`src/rtl/systolic_pkg.sv`:
```
// -----------------------------------------------------------------------------
// systolic_pkg
// Shared definitions for the parametrised systolic-array controller:
//   state_t   - controller FSM encoding (IDLE=0, LOAD=1, WAIT=2, ROLL=3)
//   idx_width - width of an index spanning 0..n-1 (never less than 1 bit)
// -----------------------------------------------------------------------------
package systolic_pkg;

    typedef enum logic [1:0] {
        IDLE = 2'd0,
        LOAD = 2'd1,
        WAIT = 2'd2,
        ROLL = 2'd3
    } state_t;

    function automatic int unsigned idx_width(input int unsigned n);
        return (n < 2) ? 1 : $clog2(n);
    endfunction

endpackage

```
`src/rtl/systolic_ctrl_param_if.sv`:
```
// -----------------------------------------------------------------------------
// systolic_ctrl_param_if
// Control handshake between the top-level sequencer and the systolic
// controller.
//   tpu_start  master->slave  start request
//   cfg_sets   master->slave  number of data sets minus 1
//   stall      master->slave  pipeline freeze request
//   abort      master->slave  synchronous cancel
//   busy       slave->master  controller not idle
//   tpu_done   slave->master  single-cycle completion pulse
// Modports: master (requester side), slave (controller side).
// -----------------------------------------------------------------------------
interface systolic_ctrl_param_if #(
    parameter int unsigned SET_W = 2
);
    logic             tpu_start;
    logic [SET_W-1:0] cfg_sets;
    logic             stall;
    logic             abort;
    logic             busy;
    logic             tpu_done;

    modport master (
        output tpu_start, cfg_sets, stall, abort,
        input  busy, tpu_done
    );

    modport slave (
        input  tpu_start, cfg_sets, stall, abort,
        output busy, tpu_done
    );
endinterface

```
`src/rtl/systolic_out_cnt.sv`:
```
// -----------------------------------------------------------------------------
// systolic_out_cnt
// Write-out position counter pair: matrix_index counts output rows and wraps
// at ARRAY_SIZE-1, advancing data_set on each wrap.
//   clk, srstn    clock / synchronous active-low reset
//   en            one write happens this cycle
//   clr           force both counters to 0 (wins over en)
//   last_set      index of the final data set of the run
//   matrix_index  current output row
//   data_set      current output set
//   final_write   this write is the last one of the run (combinational)
// -----------------------------------------------------------------------------
module systolic_out_cnt
    import systolic_pkg::*;
#(
    parameter  int unsigned ARRAY_SIZE = 16,
    parameter  int unsigned SET_W      = 2,
    localparam int unsigned IDX_W      = idx_width(ARRAY_SIZE)
) (
    input  logic             clk,
    input  logic             srstn,
    input  logic             en,
    input  logic             clr,
    input  logic [SET_W-1:0] last_set,
    output logic [IDX_W-1:0] matrix_index,
    output logic [SET_W-1:0] data_set,
    output logic             final_write
);
    localparam logic [IDX_W-1:0] IDX_MAX = IDX_W'(ARRAY_SIZE - 1);

    logic row_wrap;

    assign row_wrap    = (matrix_index == IDX_MAX);
    assign final_write = en && row_wrap && (data_set == last_set);

    always_ff @(posedge clk) begin
        if (!srstn) begin
            matrix_index <= '0;
            data_set     <= '0;
        end else if (clr || final_write) begin
            matrix_index <= '0;
            data_set     <= '0;
        end else if (en) begin
            if (row_wrap) begin
                matrix_index <= '0;
                data_set     <= data_set + 1'b1;
            end else begin
                matrix_index <= matrix_index + 1'b1;
            end
        end
    end
endmodule

```
`src/rtl/systolic_ctrl_param.sv`:
```
// -----------------------------------------------------------------------------
// systolic_ctrl_param
// Parametrised controller for the output-stationary systolic array: sequences
// operand load (LOAD, WAIT), the rolling phase (ROLL) and result write-out for
// cfg_sets+1 output data sets, with stall, abort and busy.
// Ports:
//   clk, srstn          clock / synchronous active-low reset
//   ctrl (slave)        tpu_start, cfg_sets, stall, abort in; busy, tpu_done out
//   sram_write_enable   output SRAM write strobe (combinational)
//   addr_serial_num     operand address index, saturating
//   alu_start           array shift/multiply enable (combinational)
//   cycle_num           ROLL-phase cycle counter, saturating
//   matrix_index        output row being written
//   data_set            output set being written
//   perf_cycles         cycles from start accept to tpu_done, saturating
//                       (present only with SYSTOLIC_CTRL_PERF_EN defined)
// Optional feature macro: SYSTOLIC_CTRL_PERF_EN
// -----------------------------------------------------------------------------
module systolic_ctrl_param
    import systolic_pkg::*;
#(
    parameter  int unsigned ARRAY_SIZE = 16,
    parameter  int unsigned ADDR_W     = 7,
    parameter  int unsigned SET_W      = 2,
    parameter  int unsigned CYC_W      = 9,
    localparam int unsigned IDX_W      = idx_width(ARRAY_SIZE)
) (
    input  logic                  clk,
    input  logic                  srstn,
    systolic_ctrl_param_if.slave  ctrl,
    output logic                  sram_write_enable,
    output logic [ADDR_W-1:0]     addr_serial_num,
    output logic                  alu_start,
    output logic [CYC_W-1:0]      cycle_num,
    output logic [IDX_W-1:0]      matrix_index,
    output logic [SET_W-1:0]      data_set
`ifdef SYSTOLIC_CTRL_PERF_EN
    ,
    output logic [31:0]           perf_cycles
`endif
);
    localparam logic [CYC_W-1:0] WR_START = CYC_W'(ARRAY_SIZE + 1);

    state_t           state_q, state_d;
    logic [SET_W-1:0] sets_q;
    logic             done_q;
    logic             start_acc;
    logic             final_write;
    logic             cnt_clr;

    assign ctrl.busy     = (state_q != IDLE);
    assign ctrl.tpu_done = done_q;
    assign cnt_clr       = ctrl.abort || (state_q == IDLE);

    // State register
    always_ff @(posedge clk) begin
        if (!srstn) state_q <= IDLE;
        else        state_q <= state_d;
    end

    // Next-state logic
    always_comb begin
        state_d = state_q;
        if (ctrl.abort) begin
            state_d = IDLE;
        end else begin
            unique case (state_q)
                IDLE: if (start_acc)     state_d = LOAD;
                LOAD: if (!ctrl.stall)   state_d = WAIT;
                WAIT: if (!ctrl.stall)   state_d = ROLL;
                ROLL: if (final_write)   state_d = IDLE;
                default:                 state_d = IDLE;
            endcase
        end
    end

    // Output logic. A start coinciding with tpu_done is refused so the next
    // run is accepted one cycle after completion.
    always_comb begin
        start_acc         = (state_q == IDLE) && ctrl.tpu_start && !done_q && !ctrl.abort;
        alu_start         = (state_q == ROLL) && !ctrl.stall;
        sram_write_enable = (state_q == ROLL) && (cycle_num >= WR_START) && !ctrl.stall;
    end

    // Address / cycle counters, set latch and done pulse
    always_ff @(posedge clk) begin
        if (!srstn) begin
            addr_serial_num <= '0;
            cycle_num       <= '0;
            sets_q          <= '0;
            done_q          <= 1'b0;
        end else if (ctrl.abort) begin
            addr_serial_num <= '0;
            cycle_num       <= '0;
            done_q          <= 1'b0;
        end else begin
            done_q <= 1'b0;
            unique case (state_q)
                IDLE: begin
                    addr_serial_num <= '0;
                    cycle_num       <= '0;
                    if (start_acc) sets_q <= ctrl.cfg_sets;
                end
                LOAD: if (!ctrl.stall) addr_serial_num <= ADDR_W'(1);
                WAIT: if (!ctrl.stall) addr_serial_num <= ADDR_W'(2);
                ROLL: begin
                    if (final_write) begin
                        addr_serial_num <= '0;
                        cycle_num       <= '0;
                        done_q          <= 1'b1;
                    end else if (!ctrl.stall) begin
                        if (cycle_num != '1)       cycle_num       <= cycle_num + 1'b1;
                        if (addr_serial_num != '1) addr_serial_num <= addr_serial_num + 1'b1;
                    end
                end
                default: begin
                    addr_serial_num <= '0;
                    cycle_num       <= '0;
                end
            endcase
        end
    end

    systolic_out_cnt #(
        .ARRAY_SIZE (ARRAY_SIZE),
        .SET_W      (SET_W)
    ) u_out_cnt (
        .clk          (clk),
        .srstn        (srstn),
        .en           (sram_write_enable),
        .clr          (cnt_clr),
        .last_set     (sets_q),
        .matrix_index (matrix_index),
        .data_set     (data_set),
        .final_write  (final_write)
    );

`ifdef SYSTOLIC_CTRL_PERF_EN
    // Loading 1 on accept counts the accept cycle itself, so the value seen
    // alongside tpu_done equals done cycle minus accept cycle.
    always_ff @(posedge clk) begin
        if (!srstn) begin
            perf_cycles <= '0;
        end else if (start_acc) begin
            perf_cycles <= 32'd1;
        end else if ((state_q != IDLE) && (perf_cycles != '1)) begin
            perf_cycles <= perf_cycles + 1'b1;
        end
    end
`endif
endmodule
```
`src/flat_wrapper.sv`:
```
// flat-port wrapper written by rule: the top's interface ports become plain ports
module systolic_ctrl_param_flat import systolic_pkg::*;
#(
    parameter  int unsigned ARRAY_SIZE = 16,
    parameter  int unsigned ADDR_W     = 7,
    parameter  int unsigned SET_W      = 2,
    parameter  int unsigned CYC_W      = 9,
    localparam int unsigned IDX_W      = idx_width(ARRAY_SIZE)
)
  (clk, srstn, sram_write_enable, addr_serial_num, alu_start, cycle_num, matrix_index, data_set, ctrl_tpu_start, ctrl_cfg_sets, ctrl_stall, ctrl_abort, ctrl_busy, ctrl_tpu_done);
  systolic_ctrl_param_if #(.SET_W(SET_W)) ctrl_i ();
  input  logic clk;
  input  logic srstn;
  output logic sram_write_enable;
  output logic [ADDR_W-1:0] addr_serial_num;
  output logic alu_start;
  output logic [CYC_W-1:0] cycle_num;
  output logic [IDX_W-1:0] matrix_index;
  output logic [SET_W-1:0] data_set;
  input wire logic [$bits(ctrl_i.tpu_start)-1:0] ctrl_tpu_start;
  input wire logic [$bits(ctrl_i.cfg_sets)-1:0] ctrl_cfg_sets;
  input wire logic [$bits(ctrl_i.stall)-1:0] ctrl_stall;
  input wire logic [$bits(ctrl_i.abort)-1:0] ctrl_abort;
  output wire logic [$bits(ctrl_i.busy)-1:0] ctrl_busy;
  output wire logic [$bits(ctrl_i.tpu_done)-1:0] ctrl_tpu_done;
  assign ctrl_i.tpu_start = ctrl_tpu_start;
  assign ctrl_i.cfg_sets = ctrl_cfg_sets;
  assign ctrl_i.stall = ctrl_stall;
  assign ctrl_i.abort = ctrl_abort;
  assign ctrl_busy = ctrl_i.busy;
  assign ctrl_tpu_done = ctrl_i.tpu_done;
  systolic_ctrl_param #(.ARRAY_SIZE(ARRAY_SIZE), .ADDR_W(ADDR_W), .SET_W(SET_W), .CYC_W(CYC_W)) u_core (.clk(clk), .srstn(srstn), .ctrl(ctrl_i), .sram_write_enable(sram_write_enable), .addr_serial_num(addr_serial_num), .alu_start(alu_start), .cycle_num(cycle_num), .matrix_index(matrix_index), .data_set(data_set));
endmodule
```
`config.mk`:
```
export PLATFORM = sky130hd
export DESIGN_NAME = systolic_ctrl_param_flat
export DESIGN_NICKNAME = d
export VERILOG_FILES = /design/src/rtl/systolic_pkg.sv /design/src/rtl/systolic_ctrl_param_if.sv /design/src/rtl/systolic_out_cnt.sv /design/src/rtl/systolic_ctrl_param.sv /design/src/flat_wrapper.sv
export SDC_FILE = /design/constraint.sdc
export NUM_CORES = 1
export LEC_CHECK = 0
export CORE_MARGIN = 4
export CORE_UTILIZATION = 35
export CTS_BUF_LIST = sky130_fd_sc_hd__clkbuf_8
export DETAILED_ROUTE_END_ITERATION = 10
export PLACE_DENSITY_LB_ADDON = 0.2
export RECOVER_POWER = 100
export SYNTH_ARGS = -nofsm -noshare
export SYNTH_HDL_FRONTEND = slang
export SYNTH_SLANG_ARGS = --single-unit
```
`constraint.sdc`:
```
create_clock -name clk -period 2.3 [get_ports clk]
set_input_delay 0.23 -clock clk [delete_from_list [all_inputs] [get_ports clk]]
set_output_delay 0.23 -clock clk [all_outputs]
set_load 0.02 [all_outputs]
```
==> flow_metrics.tcl <==
set metrics [dict create \
    cp-end-kind "primary output" \
    yosysUniqueCellTypes 45 \
    area_growth_pct 31.9 \
    yosys.area_share.adder_pct 7.10 \
    ios 33 \
    power.density_mw_per_mm2 400 \
    avgSynthCellArea_um2 8.14 \
    maxCapViolCount 0 \
    drc 0 \
    firstDrtPassIters 4 \
    cts_buffer_depth 2 \
    final_hold_viol_count 0 \
    ys_warn_count 0 \
    p_switching_w 0.000205 \
    post_cts.repair.setup_buffers 0 \
    detail-route-antenna-nets 0 \
    synthArstFlopShare_pct 0 \
    drt_iter0_drc 55 \
    synth_compound_area_share_pct 24.3 \
    whs_path_depth 2 \
    synth-xor-area-share_pct 2.76 \
    clk_pin_slew_ns 0.10 \
    ys_ff_latch 27 \
    start_util_pct 36.2 \
    h-tree-depth 1 \
    rsz0062_at_grt "no" \
    port_buffers 32 \
    overflow 0 \
    power.total_w 0.000836 \
    die_h_um 75.3 \
    cts_root_buf "clkbuf_8" \
    worst_slack_ns 0.158 \
    cp.arrival_ns 1.91 \
    p_int_w 0.000631 \
    status "finished, final reports clean" \
    max_freq_mhz 467 \
    synthesis.nets 211 \
    hold_path.class "flip-flop to flip-flop" \
    finalSetupTns_ns 0 \
    cts_tree "done" \
    insertion_delay_ns 0.27 \
    n_antenna_cell 0 \
    p_leak_nw 0.834 \
    skew_ns 0.00349 \
    comb_power_share_pct 9.2 \
    pre_cts_slack_ns 0.163 \
    maxSlewHeadroom_pct 72.1 \
    synth-edff-count 0 \
    ys.flop_type "dfxtp_1" \
    cts_made_buffers 3 \
    sw_frac_of_total_pct 24.5 \
    vias 1635 \
    irDropWorstVdd_mv 0.197 \
    seqPwrFrac_pct 56.9 \
    worstPathRequired_ns 2.07 \
    dp_hpwl_um 3220 \
    fp.dieArea_mm2 0.00567 \
    wl_per_cell_um 14.4 \
    period_needed_ns 2.14 \
    post-route-period-util_pct 93.1 \
    synthMuxAreaShare_pct 0 \
    core_mm2 0.00438 \
    drive_gt1_share_pct 9.09 \
    crit_type "flip-flop to primary output" \
    grt_first_pass_wirelength_um 7090 \
    worstRegToRegCells 9 \
    slew_viol_final 0 \
    ys_seq_area_share_pct 34.1 \
    layout.cells.non_filler 294 \
    setup_viol_count_final 0 \
    std_cell_rows 24 \
    critPathMaxFanout 8 \
    p_clk_share_pct 33.9 \
    track_usage_pct 16.0 \
    final_nets 259 \
    die_w_um 75.3 \
    grt_pass1_vias 1472 \
    syn_inst 195 \
    synth_area_mm2 0.00159 \
    grt_max_degree 17 \
    worst_pin_slew_ns 0.412 \
    synth_simple_gate_area_share_pct 27.9 \
    dpl.cell_count 290 \
    antenna_found_initial 0 \
    via_per_inst 5.56 \
    synth_top_family_by_area "simple AND/OR/NAND/NOR gates" \
    gp_congestion 0.840 \
    drt-total-wl_um 4220 \
    utilization_pct 47.7 \
    clkSinkCount 27 \
    cp-start-kind "flip-flop" \
]
## per-layer routing
layer  wire (um)  GRT usage, %
met1        1950          22.2
met2        2040          26.4
met3         212          2.24
met4          19          3.50
met5           0             0
## sequential cells by signal, indices dropped and copies added, names as in the netlist
name / cells
u_core.u_out_cnt.data_set: 2
u_core.addr_serial_num: 7
u_core.ctrl.tpu_done: 1
u_core.u_out_cnt.matrix_index: 4
u_core.cycle_num: 9
u_core.state_q: 2
u_core.sets_q: 2
## cell families after synthesis
group           count (synthesis)
xor+xnor                        5
simple gates                   83
buf+inv                        14
flops                          27
compound gates                 57
fa+ha+maj                       9
## power by group through the flow
stage,sequential [W],combinational [W],clock (W)
2_1_floorplan,0.000487,0.0000402,0
3_3_place_gp,0.000486,0.0000778,0
3_5_place_dp,0.000487,0.0000777,0
4_1_cts,0.000476,0.0000784,0.000298
5_1_grt,0.000477,0.0000843,0.000319
6_report,0.000476,0.0000772,0.000283
## layout by cell type (no fill, tap or decap), types with 3 or more instances in the layout
cell,instances
nor2b_1,3
clkbuf_8,3
ha_1,9
xor2_1,3
clkdlybuf4s50_1,6
nand4_1,5
or3_1,7
buf_4,11
dfxtp_1,25
a211o_1,3
nand3_1,17
nor2_1,16
dlygate4sd3_1,25
a21boi_0,4
a21oi_1,16
o21ai_0,12
and3_1,3
inv_1,9
clkbuf_1,3
nor4_1,6
nand2_1,14
clkbuf_2,3
## final cells by class
cell class	count	area (um^2)
clock buffers	3	41.3
clock inverters	1	7.51
fillers	439	2290
inverters	9	33.8
multi-input cells	154	983
flip-flops and latches	27	543
well taps	52	65.1
repair buffers	48	419
## through the flow
| step | cell area [um^2] | hold WS, ns |
|---|---|---|
| after floorplan | 1590 | 0.375 |
| after global placement | 2060 | 0.484 |
| after detailed placement | 2060 | 0.484 |
| after CTS | 2120 | 0.499 |
| after global routing | 2090 | 0.505 |
| final | 2090 | 0.493 |
## timing repair
action	in CTS	in global routing
hold buffers	0	0
gates resized for setup	2	4
endpoints found under the hold margin	0	0
endpoints found under the setup margin	1	2
pin swaps	0	0
## worst max-delay path, cell delays in order, from the launching register on
cell	delay [ns]
dfxtp_1	0.34
buf_4	0.14
ha_1	0.15
nor2b_1	0.13
buf_4	0.18
dlygate4sd3_1	0.69
## cells in the mapped netlist (2+ instances only)
library cell | number | area share (%)
o211a_1 | 2 | 1.3
o21ai_1 | 2 | 0.63
o31ai_1 | 2 | 0.95
xor2_1 | 3 | 1.7
nand3_1 | 17 | 5.4
a211o_1 | 3 | 1.7
o221ai_1 | 2 | 1.1
nand2_1 | 14 | 3.3
o21a_1 | 2 | 0.95
nor4_1 | 6 | 2.4
o21ai_0 | 10 | 3.2
a21boi_0 | 4 | 1.9
o41ai_1 | 2 | 1.1
a21oi_1 | 16 | 5.0
or3_1 | 7 | 2.8
or4_1 | 2 | 0.95
dfxtp_1 | 27 | 34
nor2_1 | 16 | 3.8
inv_1 | 9 | 2.1
nand4_1 | 5 | 2.0
clkbuf_1 | 3 | 0.71
nand2b_1 | 2 | 0.79
and3_1 | 3 | 1.2
nor2b_1 | 3 | 1.2
or4b_1 | 2 | 1.3
xnor2_1 | 2 | 1.1
a21o_1 | 2 | 0.95
nor3_1 | 2 | 0.63
ha_1 | 9 | 7.1
## worst paths after layout
check,from,endpoint,slack [ns]
setup reg to reg,u_core.state_q[1]$_SDFFE_PP0P_,u_core.cycle_num[2]$_SDFFE_PP0P_,0.20
hold / removal,u_core.sets_q[1]$_SDFFE_PN0P_,u_core.sets_q[1]$_SDFFE_PN0P_,0.49
setup / recovery,u_core.state_q[1]$_SDFFE_PP0P_,alu_start,0.16
hold reg to reg,u_core.sets_q[1]$_SDFFE_PN0P_,u_core.sets_q[1]$_SDFFE_PN0P_,0.49
Power figures use the tool's default switching activity.
